## src/rtl/spike_rate_decoder_if.sv

```systemverilog
// Spike-decoder bus: spike input, decode enable, and the registered window results.
// valid is a one-cycle pulse with no ready; consumers must capture results on that cycle.
interface spike_rate_decoder_if #(
  parameter int CNT_W = 4
);
  logic             en;
  logic [7:0]       spikes;
  logic [2:0]       winner;
  logic [CNT_W-1:0] winner_count;
  logic [CNT_W+2:0] total;
  logic             valid;
  logic             busy;
  logic [1:0]       state;

  modport master (
    output en, spikes,
    input  winner, winner_count, total, valid, busy, state
  );

  modport slave (
    input  en, spikes,
    output winner, winner_count, total, valid, busy, state
  );
endinterface

```

## src/rtl/spike_rate_decoder.sv

```systemverilog
// Counts spikes per lane over a 2^WINDOW_LOG2-sample window and reports the busiest lane.
// Optional macro SPIKE_DECODER_SATURATE_EN: lane counters saturate instead of wrapping.
module spike_rate_decoder #(
  parameter int WINDOW_LOG2 = 4,
  parameter int CNT_W       = 4
) (
  input  logic                  clk,
  input  logic                  rst_n,
  spike_rate_decoder_if.slave   bus
);

  localparam int TOT_W = CNT_W + 3;
  localparam logic [WINDOW_LOG2-1:0] LAST_SAMPLE = '1;

  typedef enum logic [1:0] {
    IDLE   = 2'd0,
    ACCUM  = 2'd1,
    REPORT = 2'd2
  } state_t;

  state_t                 state, state_next;
  logic [CNT_W-1:0]       cnt      [8];
  logic [CNT_W-1:0]       cnt_next [8];
  logic [WINDOW_LOG2-1:0] sample_cnt, sample_next;
  logic                   load_result;

  logic [2:0]             arg_idx;
  logic [CNT_W-1:0]       arg_cnt;
  logic [TOT_W-1:0]       sum;

  logic [2:0]             winner_r;
  logic [CNT_W-1:0]       winner_count_r;
  logic [TOT_W-1:0]       total_r;
  logic                   valid_r;

  function automatic logic [CNT_W-1:0] bump(input logic [CNT_W-1:0] c, input logic s);
`ifdef SPIKE_DECODER_SATURATE_EN
    if (s && (c != '1)) return c + 1'b1;
    else                return c;
`else
    return c + CNT_W'(s);
`endif
  endfunction

  // Strict greater-than scan from lane 0 keeps the lowest index on ties.
  always_comb begin
    arg_idx = '0;
    arg_cnt = '0;
    sum     = '0;
    for (int i = 0; i < 8; i++) begin
      if (cnt[i] > arg_cnt) begin
        arg_idx = 3'(i);
        arg_cnt = cnt[i];
      end
      sum = sum + TOT_W'(cnt[i]);
    end
  end

  always_comb begin
    state_next  = state;
    sample_next = sample_cnt;
    load_result = 1'b0;
    for (int i = 0; i < 8; i++) cnt_next[i] = cnt[i];

    case (state)
      IDLE: begin
        for (int i = 0; i < 8; i++) cnt_next[i] = '0;
        sample_next = '0;
        if (bus.en) state_next = ACCUM;
      end
      ACCUM: begin
        if (!bus.en) begin
          state_next  = IDLE;
          sample_next = '0;
          for (int i = 0; i < 8; i++) cnt_next[i] = '0;
        end else begin
          for (int i = 0; i < 8; i++) cnt_next[i] = bump(cnt[i], bus.spikes[i]);
          sample_next = sample_cnt + 1'b1;
          if (sample_cnt == LAST_SAMPLE) state_next = REPORT;
        end
      end
      REPORT: begin
        // Spikes in this cycle are dropped; the next window starts from zero.
        load_result = 1'b1;
        sample_next = '0;
        for (int i = 0; i < 8; i++) cnt_next[i] = '0;
        state_next  = bus.en ? ACCUM : IDLE;
      end
      default: begin
        state_next  = IDLE;
        sample_next = '0;
        for (int i = 0; i < 8; i++) cnt_next[i] = '0;
      end
    endcase
  end

  always_ff @(posedge clk or negedge rst_n) begin
    if (!rst_n) begin
      state      <= IDLE;
      sample_cnt <= '0;
      for (int i = 0; i < 8; i++) cnt[i] <= '0;
    end else begin
      state      <= state_next;
      sample_cnt <= sample_next;
      for (int i = 0; i < 8; i++) cnt[i] <= cnt_next[i];
    end
  end

  always_ff @(posedge clk or negedge rst_n) begin
    if (!rst_n) begin
      winner_r       <= '0;
      winner_count_r <= '0;
      total_r        <= '0;
      valid_r        <= 1'b0;
    end else begin
      valid_r <= load_result;
      if (load_result) begin
        winner_r       <= arg_idx;
        winner_count_r <= arg_cnt;
        total_r        <= sum;
      end
    end
  end

  assign bus.winner       = winner_r;
  assign bus.winner_count = winner_count_r;
  assign bus.total        = total_r;
  assign bus.valid        = valid_r;
  assign bus.busy         = (state != IDLE);
  assign bus.state        = state;

endmodule

```

## src/flat_wrapper.sv

```systemverilog
// flat-port wrapper written by rule: the top's interface ports become plain ports
module spike_rate_decoder_flat 
#(
  parameter int WINDOW_LOG2 = 4,
  parameter int CNT_W       = 4
)
  (clk, rst_n, bus_en, bus_spikes, bus_winner, bus_winner_count, bus_total, bus_valid, bus_busy, bus_state);
  spike_rate_decoder_if #(.CNT_W(CNT_W)) bus_i ();
  input  logic clk;
  input  logic rst_n;
  input wire logic [$bits(bus_i.en)-1:0] bus_en;
  input wire logic [$bits(bus_i.spikes)-1:0] bus_spikes;
  output wire logic [$bits(bus_i.winner)-1:0] bus_winner;
  output wire logic [$bits(bus_i.winner_count)-1:0] bus_winner_count;
  output wire logic [$bits(bus_i.total)-1:0] bus_total;
  output wire logic [$bits(bus_i.valid)-1:0] bus_valid;
  output wire logic [$bits(bus_i.busy)-1:0] bus_busy;
  output wire logic [$bits(bus_i.state)-1:0] bus_state;
  assign bus_i.en = bus_en;
  assign bus_i.spikes = bus_spikes;
  assign bus_winner = bus_i.winner;
  assign bus_winner_count = bus_i.winner_count;
  assign bus_total = bus_i.total;
  assign bus_valid = bus_i.valid;
  assign bus_busy = bus_i.busy;
  assign bus_state = bus_i.state;
  spike_rate_decoder #(.WINDOW_LOG2(WINDOW_LOG2), .CNT_W(CNT_W)) u_core (.clk(clk), .rst_n(rst_n), .bus(bus_i));
endmodule
```

## config.mk

```make
export PLATFORM = sky130hd
export DESIGN_NAME = spike_rate_decoder_flat
export DESIGN_NICKNAME = d
export VERILOG_FILES = /design/src/rtl/spike_rate_decoder_if.sv /design/src/rtl/spike_rate_decoder.sv /design/src/flat_wrapper.sv
export SDC_FILE = /design/constraint.sdc
export NUM_CORES = 1
export LEC_CHECK = 0
export ABC_AREA = 0
export BUFFER_PORTS_ARGS = -buffer_cell sky130_fd_sc_hd__buf_2
export CORE_MARGIN = 2
export CORE_UTILIZATION = 51
export DETAILED_ROUTE_END_ITERATION = 16
export PLACE_DENSITY = 0.69
export SYNTH_ARGS = -nofsm -noshare
export SYNTH_HDL_FRONTEND = slang
export SYNTH_SLANG_ARGS = --single-unit
```

## constraint.sdc

```tcl
create_clock -name clk -period 15 [get_ports clk]
set_input_delay 2.25 -clock clk [delete_from_list [all_inputs] [get_ports clk]]
set_output_delay 2.25 -clock clk [all_outputs]
set_load 0.05 [all_outputs]
```

**After elaboration in Yosys (flattened, before gate mapping)**

Cells that the tools add are included.

- Multiplexer cells: 25
- Multipliers: 0
- Shift-type cells: 0
- Eq/ne operators: 5
- Add/subtract/negate cells: 16
- $lt $le $gt $ge: 8
- Divide/modulo/power cells: 0
- Reduce and logical (&&, ||, !) cells: 3
- Bitwise logic cells: 0

Operator list:

| kind | number |
|---|---|
| $mux 32 | 2 |
| $add 7x4->7 | 6 |
| $mux 4 | 10 |
| $add 4x1->4 | 8 |
| $gt 4x4->1 | 7 |
| $mux 3 | 6 |
| $mux 2 | 3 |
| $pmux 2 s3 | 1 |
| $add 4x4->5 | 1 |
| $add 4x1->4 const B | 1 |
| $eq 4x4->1 const B | 1 |
| $gt 4x1->1 const B | 1 |
| $mux 1 | 3 |
| $ne 3x2->1 const B | 1 |
| $eq 2x1->1 const B | 1 |
| $eq 2x2->1 const B | 1 |
| $logic_not 2->1 | 1 |
| $ne 2x2->1 const B | 1 |
| $reduce_and 2->1 | 1 |
| $reduce_bool 2->1 | 1 |

- Latch bits: 0
- Bits in writable memories: 0
- Register bits after elaboration: 53
- Memories: 0
- Bits in read-only memories: 0

**Logic depth before layout (Yosys ltp)**

- Depth in word-level cells: 16
- Gate-level depth with buffers: 55
- Depth with buffers taken out: 54

**Worst setup path after synthesis**

Ideal clock, no wire load.

- Kind: register to register
- From: register u_core.cnt[29] in the netlist's numbering
- To: register u_core.winner_count_r[0] (netlist: u_core.bus.winner_count[0])
- Path buffers: 1
- Arrival time: 9,394 ps
- Clock period less this slack: 9,512 ps
- Path slack: 5,488 ps
- Library setup time: 118 ps
- Data required time: 14,882 ps
- Cell stages (with the launch flop): 51
- Cell sequence: dfrtp_1 -> inv_1 -> ha_1 -> nor2b_1 -> o211ai_2 -> a21oi_2 -> nand2_1 -> o21ai_0 -> inv_1 -> ha_1 -> nor2b_1 -> a2bb2oi_1 -> o21ai_0 -> nand2_1 -> mux2i_4 -> mux2i_1 -> ha_1 -> nor2b_1 -> [... 15 more ...] -> a22oi_1 -> and4_1 -> buf_4 -> mux2_4 -> ha_1 -> nor2_1 -> a211oi_1 -> a31oi_1 -> a32oi_4 -> mux2_4 -> ha_1 -> o21ai_0 -> nand2b_1 -> a21oi_1 -> a41oi_1 -> nand2b_1 -> inv_1 -> a21o_1

- Cells in the longest elaborated chain, start to end: 16

RTL lines:

| what | line | source |
|---|---|---|
| start: declaration | spike_rate_decoder.sv:22 | `logic [CNT_W-1:0] cnt [8];` |
| $gt 4x1->1 | spike_rate_decoder.sv:51 | `if (cnt[i] > arg_cnt) begin` |
| $mux 4 * | spike_rate_decoder.sv:51 |  |
| $gt 4x4->1 | spike_rate_decoder.sv:51 |  |
| $mux 4 * | spike_rate_decoder.sv:51 |  |
| $gt 4x4->1 | spike_rate_decoder.sv:51 |  |
| $mux 4 * | spike_rate_decoder.sv:51 |  |
| $gt 4x4->1 | spike_rate_decoder.sv:51 |  |
| $mux 4 * | spike_rate_decoder.sv:51 |  |
| $gt 4x4->1 | spike_rate_decoder.sv:51 |  |
| $mux 4 * | spike_rate_decoder.sv:51 |  |
| $gt 4x4->1 | spike_rate_decoder.sv:51 |  |
| $mux 4 * | spike_rate_decoder.sv:51 |  |
| $gt 4x4->1 | spike_rate_decoder.sv:51 |  |
| $mux 4 * | spike_rate_decoder.sv:51 |  |
| $gt 4x4->1 | spike_rate_decoder.sv:51 |  |
| $mux 4 * | spike_rate_decoder.sv:51 |  |
| end signal: assignment | spike_rate_decoder.sv:119 | `winner_count_r <= arg_cnt;` |
| end: declaration | spike_rate_decoder.sv:32 | `logic [CNT_W-1:0] winner_count_r;` |

Every way passes the cells marked *; elsewhere a longest branch is shown, timed or not.
A chain may end at the register's enable or synchronous reset.

**Worst setup path after layout**

Same ends and word-level chain as after synthesis.

==> results.tsv <==
metric	value	unit
Leakage	2.42	nW
Syn. warnings	0	
Die Area	0.00891	mm2
first-pass GRT wire length	14.1	mm
RSZ-0062 raised after global routing	no	
crit path time final	10700	ps
Worst EP required	15210	ps
Avg Inst Size Synth	10.0	um2
Mapped Cells	417	
Nets	530	
worst slew pin tran	923	ps
crit path DAT	10910	ps
Final Hold Viols	0	
Worst-path clk slew	100	ps
GP Congestion	0.904	
final slew viol count	0	
Post-CTS Setup Bufs	0	
worst r2r path cells	50	
register area share after synthesis	0.318	
Critical Path Source Type	flip-flop	
H-tree depth	2	
CTS Root Cell	clkbuf_8	
Power Total	0.345	mW
slowest stage delay, CP	490	ps
Max-Cap Viols	0	
Num CTS Buffers	5	
HP Class	reg -> reg	
Die Y	94.4	um
Mapped Area	0.00417	mm2
later-pin clock latency in the skew report	310	ps
largest net degree at the start of global routing	54	
Final Cycle Share	0.713	
Crit. End Element	flip-flop	
DRC	0	
number of global-route vias before repair	2925	
# diodes	0	
routed via count	2952	
crit path kind	reg -> reg	
pwr dens	75.8	mW/mm2
Max Clk Rate	93.4	MHz
most frequent CP cell	ha_1	
Worst path slowest cell	and4_1	
WHS Endpoint	u_core.sample_cnt[0]	
status	completed	
VDD IR max	0.0531	mV
final core occ	0.582	
largest cells by area after synthesis	dfrtp_1 32%, ha_1 17%, fa_1 9.1%, inv_1 4.3%, xnor2_1 3.6%	
synthesis-to-layout area growth	9.00	%
syn nets	502	
Post-Route WL	8.48	mm
DP HPWL	6.66	mm
Sink Count	53	
Total GRT Usage	0.205	
Distinct cells, synth	56	
reg-to-reg setup timing slack	4300	ps
Setup violations, final	0	
setup TNS	0	ps
Port Buffer Count	28	
GR Overflow Total	0	
# resized after CTS	0	
crit path max fanout	12	
Via density	5.39	
die width	94.4	um
initial DRC count	125	
fin area	0.00454	mm2
final setup skew	6.57	ps
hold_ws	471	ps
Reg2Reg Capture Point	u_core.bus.winner_count[0]	
max_slew headroom	0.383	
drt pass-1 iters	4	
CTS tree	done	
FP Rows	32	
asr flop ratio synth	1.00	
routed len/inst	15.5	um
Post-CTS Hold Fix Bufs	0	
top cell type by total area after synthesis	dfrtp_1	
reg2reg start	u_core.cnt[29]	
top_reg_cell synth	dfrtp_1	
post-route ant nets	0	
CTS max path bufs	2	
top cell type's share of synthesized area	0.318	
Initial Utilization	0.534	
hold depth	1	
core area	0.00781	mm2
Area after DPL	0.00441	mm2
share of layout cells above drive strength 1	0.143	
number of flops mapped to enable cells by yosys	0	
post-synthesis register bit count	53	
IO Pins	29	
hold path start	u_core.sample_cnt[0]	
initial antenna violation count	0	
==> power breakdown <==
part / switching [mW] / total [mW] / internal [mW]
Combinational: 0.0475 / 0.0827 / 0.0352
Sequential: 0.00233 / 0.147 / 0.145
Clock: 0.0486 / 0.115 / 0.0663
==> state kept, by name, indices dropped and copies added, names as in the netlist <==
signal                   count
u_core.bus.state             2
u_core.bus.valid             1
u_core.cnt                  32
u_core.bus.total             7
u_core.sample_cnt            4
u_core.bus.winner            3
u_core.bus.winner_count      4
==> worst max-delay path, delay by kind of cell (launching register included) <==
family / cells / cell delay (ps)
AOI/OAI and AO/OA: 21 / 3910
and+or+nand+nor: 12 / 2180
adders and majority gates: 7 / 1920
buffers and inverters: 5 / 350
muxes: 5 / 1740
DFF: 1 / 450
==> final cells by class <==
cell class / count / area, um2
clock buffers: 5 / 68.8
clock inverters: 3 / 65.1
fillers: 678 / 3260
inverters: 48 / 180
multi-input cells: 308 / 2630
flip-flops and latches: 53 / 1330
well taps: 102 / 128
repair buffers: 29 / 148
==> logic make-up after synthesis <==
logic type	after synthesis	synth area share
and+or+nand+nor	116	0.138
AOI/OAI and AO/OA	78	0.134
muxes	16	0.0519
adders and majority gates	74	0.256
DFF	53	0.318
buffers and inverters	56	0.0513
xor gates and xnor gates	24	0.0504
==> layout by cell type (no fill, tap or decap), drive strengths merged, types with 7 or more instances in the layout <==
| cell | netlist | final |
|---|---|---|
| xor2 | 7 | 7 |
| nand2 | 26 | 26 |
| o21ai | 19 | 19 |
| mux2 | 11 | 11 |
| and2 | 20 | 20 |
| ha | 55 | 55 |
| a21oi | 23 | 23 |
| xnor2 | 17 | 17 |
| nor2 | 32 | 32 |
| inv | 48 | 48 |
| buf | 1 | 29 |
| nand3 | 15 | 15 |
| fa | 19 | 19 |
| a21o | 7 | 7 |
| dfrtp | 53 | 53 |
==> cell usage after synthesis, types with 5 or more instances <==
cell type,instances
inv_1,48
dfrtp_1,53
ha_1,55
and2_1,20
nor2b_1,5
nor2_1,32
o21ai_0,16
nand3_1,15
nand2_1,26
clkbuf_1,7
fa_1,19
and3_1,5
xnor2_1,17
mux2_4,7
a21oi_1,21
a21o_1,7
xor2_1,7
==> worst max path at each step <==
stage          slack (ps)                         end  depth (start not counted)      startpoint
2_1_floorplan        5490  u_core.bus.winner_count[0]                         50  u_core.cnt[29]
3_3_place_gp         4800  u_core.bus.winner_count[0]                         50  u_core.cnt[29]
3_5_place_dp         4480  u_core.bus.winner_count[0]                         50  u_core.cnt[29]
4_1_cts              4400  u_core.bus.winner_count[0]                         50  u_core.cnt[29]
5_1_grt              3560  u_core.bus.winner_count[0]                         53  u_core.cnt[29]
6_report             4300  u_core.bus.winner_count[0]                         50  u_core.cnt[29]
==> stage by stage <==
stage          setup WS [ps]  instances
2_1_floorplan           5490        417
3_3_place_gp            4800        540
3_5_place_dp            4480        540
4_1_cts                 4400        548
5_1_grt                 3560        548
6_report                4300        548
==> per-layer routing <==
metal | share of wire | track usage | wire length (um)
met5 | 0 | 0 | 0
met4 | 0.019 | 0.0652 | 157
met1 | 0.47 | 0.283 | 4030
met3 | 0.038 | 0.0303 | 322
met2 | 0.47 | 0.336 | 3980
Note: power is estimated with default switching activity, not from simulation.
